==> src/rtl/spiker_adapter_pkg.sv <==
// rtl/spiker_adapter_pkg.sv - shared constants and FSM encoding for the spike feeder
package spiker_adapter_pkg;

  localparam int WIDTH    = 32;
  localparam int N_SPIKES = 784;
  localparam int N_WORDS  = (N_SPIKES + WIDTH - 1) / WIDTH;
  localparam int N_STEPS  = 15;

  typedef enum logic [2:0] {
    LOAD,
    ARMED,
    STEP,
    WAIT,
    DONE
  } feeder_state_e;

endpackage

==> src/rtl/spiker_feeder_buf.sv <==
// rtl/spiker_feeder_buf.sv - image word buffer with write pointer, full flag and clear
// Word k lands in bits [k*WIDTH +: WIDTH]; bits of the last word beyond N_SPIKES are never stored.
module spiker_feeder_buf #(
  parameter int WIDTH    = spiker_adapter_pkg::WIDTH,
  parameter int N_SPIKES = spiker_adapter_pkg::N_SPIKES,
  parameter int N_WORDS  = spiker_adapter_pkg::N_WORDS
) (
  input  logic                clk_i,
  input  logic                rst_ni,
  input  logic                clear_i,
  input  logic                wr_en_i,
  input  logic [WIDTH-1:0]    word_i,
  output logic                full_o,
  output logic [N_SPIKES-1:0] buf_o
);

  localparam int IDX_W = (N_WORDS > 1) ? $clog2(N_WORDS) : 1;
  localparam logic [IDX_W-1:0] LAST_IDX = IDX_W'(N_WORDS - 1);

  logic [IDX_W-1:0] word_idx_d, word_idx_q;

  // Asserted on the write that completes the image.
  assign full_o = wr_en_i && (word_idx_q == LAST_IDX);

  always_comb begin
    word_idx_d = word_idx_q;
    if (clear_i) begin
      word_idx_d = '0;
    end else if (wr_en_i) begin
      word_idx_d = full_o ? '0 : word_idx_q + 1'b1;
    end
  end

  always_ff @(posedge clk_i or negedge rst_ni) begin
    if (!rst_ni) begin
      word_idx_q <= '0;
    end else begin
      word_idx_q <= word_idx_d;
    end
  end

  for (genvar k = 0; k < N_WORDS; k++) begin : g_word
    localparam int LO    = k * WIDTH;
    localparam int HI    = ((k + 1) * WIDTH <= N_SPIKES) ? (k + 1) * WIDTH - 1 : N_SPIKES - 1;
    localparam int SEG_W = HI - LO + 1;
    localparam logic [IDX_W-1:0] K_IDX = IDX_W'(k);

    logic [SEG_W-1:0] seg_d, seg_q;

    always_comb begin
      seg_d = seg_q;
      if (clear_i) begin
        seg_d = '0;
      end else if (wr_en_i && (word_idx_q == K_IDX)) begin
        seg_d = word_i[SEG_W-1:0];
      end
    end

    always_ff @(posedge clk_i or negedge rst_ni) begin
      if (!rst_ni) begin
        seg_q <= '0;
      end else begin
        seg_q <= seg_d;
      end
    end

    assign buf_o[HI:LO] = seg_q;
  end

endmodule

==> src/rtl/spiker_feeder.sv <==
// rtl/spiker_feeder.sv - loads a spike image word by word and steps the core N_STEPS times
// SPIKER_FEEDER_REPLAY_EN: DONE returns to ARMED and keeps the image for another start.
module spiker_feeder #(
  parameter int WIDTH    = spiker_adapter_pkg::WIDTH,
  parameter int N_SPIKES = spiker_adapter_pkg::N_SPIKES,
  parameter int N_WORDS  = spiker_adapter_pkg::N_WORDS,
  parameter int N_STEPS  = spiker_adapter_pkg::N_STEPS
) (
  input  logic                clk_i,
  input  logic                rst_ni,
  input  logic [WIDTH-1:0]    word_i,
  input  logic                word_valid_i,
  output logic                word_ready_o,
  input  logic                start_i,
  input  logic                clear_i,
  input  logic                core_ready_i,
  input  logic                writer_ready_i,
  output logic [N_SPIKES-1:0] data_in_o,
  output logic                sample_o,
  output logic                busy_o,
  output logic                done_o
);

  import spiker_adapter_pkg::*;

  localparam int CNT_W = $clog2(N_STEPS + 1);
  localparam logic [CNT_W-1:0] LAST_STEP = CNT_W'(N_STEPS);

  feeder_state_e       state_d, state_q;
  logic [CNT_W-1:0]    step_cnt_d, step_cnt_q;
  logic [N_SPIKES-1:0] data_d, data_q;
  logic [N_SPIKES-1:0] buf_data;
  logic                wr_en;
  logic                buf_full;
  logic                fire;

  assign word_ready_o = (state_q == LOAD);
  assign wr_en        = word_valid_i && word_ready_o && !clear_i;
  assign fire         = (state_q == STEP) && core_ready_i && writer_ready_i && !clear_i;
  assign sample_o     = fire;
  assign busy_o       = (state_q == STEP) || (state_q == WAIT);
  assign done_o       = (state_q == DONE);
  assign data_in_o    = data_q;

  spiker_feeder_buf #(
    .WIDTH   (WIDTH),
    .N_SPIKES(N_SPIKES),
    .N_WORDS (N_WORDS)
  ) u_buf (
    .clk_i  (clk_i),
    .rst_ni (rst_ni),
    .clear_i(clear_i),
    .wr_en_i(wr_en),
    .word_i (word_i),
    .full_o (buf_full),
    .buf_o  (buf_data)
  );

  always_comb begin
    state_d    = state_q;
    step_cnt_d = step_cnt_q;
    data_d     = data_q;
    if (clear_i) begin
      state_d    = LOAD;
      step_cnt_d = '0;
      data_d     = '0;
    end else begin
      case (state_q)
        LOAD:  if (buf_full) state_d = ARMED;
        ARMED: begin
          if (start_i) begin
            data_d     = buf_data;
            step_cnt_d = '0;
            state_d    = STEP;
          end
        end
        STEP: begin
          if (fire) begin
            step_cnt_d = step_cnt_q + 1'b1;
            state_d    = WAIT;
          end
        end
        // Exits at N_STEPS, so step_cnt never wraps.
        WAIT:  state_d = (step_cnt_q == LAST_STEP) ? DONE : STEP;
`ifdef SPIKER_FEEDER_REPLAY_EN
        DONE:  state_d = ARMED;
`else
        DONE:  state_d = LOAD;
`endif
        default: state_d = LOAD;
      endcase
    end
  end

  always_ff @(posedge clk_i or negedge rst_ni) begin
    if (!rst_ni) begin
      state_q    <= LOAD;
      step_cnt_q <= '0;
      data_q     <= '0;
    end else begin
      state_q    <= state_d;
      step_cnt_q <= step_cnt_d;
      data_q     <= data_d;
    end
  end

endmodule

==> config.mk <==
export PLATFORM = sky130hd
export DESIGN_NAME = spiker_feeder
export DESIGN_NICKNAME = d
export VERILOG_FILES = /design/src/rtl/spiker_adapter_pkg.sv /design/src/rtl/spiker_feeder_buf.sv /design/src/rtl/spiker_feeder.sv
export SDC_FILE = /design/constraint.sdc
export NUM_CORES = 2
export LEC_CHECK = 0
export BUFFER_PORTS_ARGS = -buffer_cell sky130_fd_sc_hd__buf_2
export CORE_UTILIZATION = 44
export CTS_CLUSTER_DIAMETER = 100
export DETAILED_ROUTE_END_ITERATION = 8
export PLACE_DENSITY = 0.63
export SLEW_MARGIN = 20
export SYNTH_ARGS = -nofsm -noshare
export SYNTH_HDL_FRONTEND = slang
export SYNTH_HIERARCHICAL = 1
export SYNTH_SLANG_ARGS = --single-unit
==> constraint.sdc <==
create_clock -name clk_i -period 2.5 [get_ports clk_i]
set_clock_uncertainty 0.15 [all_clocks]
set_input_delay 0.125 -clock clk_i [delete_from_list [all_inputs] [get_ports clk_i]]
set_output_delay 0.125 -clock clk_i [all_outputs]
set_load 0.005 [all_outputs]
==> metrics.md <==
| Metric | Value |
|---|---|
| Full die area | `161000 µm²` |
| Final #Nets | `6167` |
| Fin area | `83300 µm²` |
| Initial antenna violation count | `9` |
| Row count | `146` |
| Die width | `401 µm` |
| Synth area leaders | `dfrtp_1 56%, mux2_4 13%, mux2i_1 11%, nor2b_1 7.0%, nand2_1 4.4%` |
| Post-synth top area share | `56.4%` |
| H-tree levels | `4` |
| Setup crit end | `word_ready_o` |
| Ys Warns | `6` |
| Post-DP HPWL | `136 mm` |
| WL final | `212 mm` |
| Peak supply drop | `689 µV` |
| Total global routing overflow | `0` |
| Total core area | `158000 µm²` |
| Slew Limit Headroom | `15.7%` |
| GRT Overall Usage | `26.1%` |
| Ys flop type | `dfrtp_1` |
| GPL Wtd Cong | `0.828` |
| Crit path time final | `2.47 ns` |
| Mapped Nets | `5320` |
| Post-Syn Area | `70100 µm²` |
| Critical Path End Type | `output port` |
| Total power | `54.8 mW` |
| Final hold violations | `0` |
| CTS buffer count | `170` |
| Number of enable flip-flop cells after synthesis | `0` |
| Netlist cell types | `54` |
| Global Route met2 Usage | `40.6%` |
| Mean Syn Cell Area | `13.3 µm²` |
| Final setup violation count | `0` |
| Final Util | `52.6%` |
| Startpoint Class | `flip-flop` |
| Busiest grt layer | `met2` |
| Data arrival time of the worst path | `2.19 ns` |
| Final Max Slew Viols | `0` |
| Initial DRC Count | `3300` |
| Residual DRC | `0` |
| Vias in the first global route | `44.3k` |
| Setup crit start | `state_q[1]` |
| Initial Util | `44.3%` |
| Crit-path max FO | `9` |
| Synth async-reset ratio | `100%` |
| Period utilisation layout | `98.7%` |
| Cells on worst reg2reg path | `8` |
| GR Util met1 | `36.8%` |
| Finished Layout Cells | `8334` |
| Clock buffer depth | `3` |
| Met3 Resource Use GR | `4.15%` |
| Die height | `401 µm` |
| Clock sink count | `1580` |
| Clock Root Buffer | `clkbuf_16` |
| Sequential cell area | `39500 µm²` |
| Synth area leader | `dfrtp_1` |
| Multi-input gate area | `27600 µm²` |
| Clk Latency, worst-skew pair | `0.82 ns` |
| R2r endpoint | `u_buf/g_word[8].seg_q[29]` |
| Fmax achieved | `405 MHz` |
| P per Cell Area | `659 nW/µm²` |
| CP Data Required Time | `2.23 ns` |
| Post-Place Cells | `7977` |
| Detail Route Antenna Nets | `0` |
| R2r startpoint | `state_q[2]` |
| Sequential fraction of the synthesis area | `56.4%` |
| Via-to-Cell Ratio | `5.21` |
| IO Count | `827` |
| Register bit total from synthesis | `1580` |
| Router iterations before antenna repair | `5` |
| Max Cap Viol | `0` |
| CTS tree | `done` |
| Wire per inst | `25.4 µm` |
| Vias | `43.4k` |
| Fillers | `13.5k` |
| Crit Path Category | `reg -> out` |
| First-pass GRT wire length | `310 mm` |
| Worst min path class | `in -> reg` |
| R2R Setup Slk | `0.15 ns` |
| Post-Syn Instances | `5275` |
| Worst Tran Pin Value | `1.26 ns` |
| Pleak | `46.9 nW` |
| Clk slew on worst S/H paths | `0.06 ns` |
| Largest net degree at the start of global routing | `173` |
| Layout cells sized above 1 | `33.9%` |
| RSZ-0062 raised after global routing | `yes` |
| PortBufs | `826` |
| Status | `finished, final reports clean` |
| Layout area overhead | `18.8%` |
| Placed Area | `77000 µm²` |
==> state kept, by name (all words and copies together), names as in the netlist <==
name,flops
data_in_o,784
state_q,3
step_cnt_q,4
u_buf/g_word.seg_q,784
u_buf/word_idx_q,5
==> layout by cell type (no fill, tap or decap), types with 3 or more instances in the layout <==
| cell | instances |
|---|---|
| clkinv_16 | 6 |
| dfrtp_1 | 1580 |
| ha_1 | 6 |
| nor2b_1 | 784 |
| nand2_2 | 41 |
| mux2_4 | 601 |
| nand4_1 | 6 |
| nor2_1 | 3 |
| clkbuf_16 | 170 |
| buf_12 | 113 |
| o32ai_1 | 3 |
| mux2_1 | 41 |
| nand2b_1 | 4 |
| nand3_1 | 7 |
| clkbuf_8 | 46 |
| mux2i_1 | 752 |
| buf_4 | 114 |
| clkinv_2 | 21 |
| clkbuf_1 | 44 |
| or3_2 | 3 |
| and2b_1 | 5 |
| o21ai_0 | 33 |
| inv_1 | 7 |
| inv_6 | 4 |
| buf_2 | 824 |
| dlygate4sd3_1 | 42 |
| mux2_2 | 142 |
| bufinv_16 | 8 |
| nand2_1 | 792 |
| nand3_2 | 4 |
| inv_16 | 7 |
==> synthesized netlist by cell type (4+ instances only) <==
| library cell | n |
|---|---|
| mux2_1 | 41 |
| buf_4 | 40 |
| nor3_1 | 4 |
| mux2_2 | 142 |
| buf_12 | 66 |
| clkbuf_1 | 164 |
| nor2b_1 | 784 |
| buf_1 | 13 |
| mux2i_1 | 752 |
| nand2_1 | 831 |
| nand4_1 | 6 |
| dfrtp_1 | 1580 |
| o21ai_0 | 33 |
| or3_1 | 4 |
| ha_1 | 6 |
| nand2b_1 | 4 |
| inv_1 | 8 |
| mux2_4 | 601 |
| buf_2 | 118 |
| nand3_1 | 9 |
| buf_6 | 18 |
| and2b_1 | 5 |
==> report_power, final <==
group	switching (mW)	internal [mW]
logic	2.21	0.942
clock network	10.9	14.9
registers	0.0979	25.7
==> worst min path at each step <==
stage,depth (start not counted),start,slack (ns),end
5_1_grt,4,start_i,0.17,state_q[0]
3_5_place_dp,1,rst_ni,-0.12,data_in_o[523]
3_3_place_gp,1,rst_ni,-0.12,data_in_o[553]
4_1_cts,4,start_i,0.12,state_q[0]
2_1_floorplan,0,rst_ni,-0.32,data_in_o[0]
6_report,4,start_i,0.21,state_q[0]
==> metrics by stage <==
step / setup WS, ns / hold slack [ns] / setup TNS [ns]
floorplan: 0.136 / -0.321 / 0
global placement: 0.106 / -0.125 / 0
detailed placement: 0.118 / -0.125 / 0
CTS: 0.00379 / 0.121 / 0
global route: -0.0273 / 0.171 / -0.0273
finish: 0.0314 / 0.207 / 0
==> cells by family (layout without fill, tap and decap cells) <==
family                     count (synthesis)  after routing  share of synthesized area [%]
and+or+nand+nor                         1673           1673                           12.0
DFF                                     1580           1580                           56.4
muxes                                   1536           1536                           26.6
buffers and inverters                    428           1413                           4.46
AOI/OAI and AO/OA                         51             51                          0.443
adders and majority gates                  6              6                          0.107
xor gates and xnor gates                   1              1                         0.0125
other                                      0              2                              0
==> worst max-delay path, cell delays in order (launching register included) <==
cell and delay (ns):
dfrtp_1 0.39, buf_4 0.17, nor3_1 0.61, buf_2 0.23
==> area by class of cell <==
| cell class | count | share of cell area, % |
|---|---|---|
| Clock inverter | 50 | 0.891 |
| Timing Repair Buffer | 1095 | 9.25 |
| Multi-Input combinational cell | 3267 | 33.1 |
| Clock buffer | 260 | 6.07 |
| Antenna cell | 2 | 0.00601 |
| Inverter | 8 | 0.0451 |
| Sequential cell | 1580 | 47.5 |
| Tap cell | 2072 | 3.11 |
==> routing by layer <==
| metal | routed length [µm] | part of all wire (%) | vias to the layer above |
|---|---|---|---|
| met5 | 32 | 0.015 | - |
| met4 | 7860 | 3.7 | 6 |
| met3 | 11000 | 5.2 | 336 |
| met2 | 98500 | 47 | 1365 |
| met1 | 94400 | 45 | 22600 |
| li1 | - | - | 19200 |
==> what timing repair did <==
item                                     CTS  global route
setup buffers                              2             0
hold endpoints to repair                2508             0
hold buffers                              43             0
endpoints found under the setup margin     3            17
resized for setup                          2             1
cloned                                     0             0
pin swaps                                  0             0
Note: power is estimated with default switching activity, not from simulation.
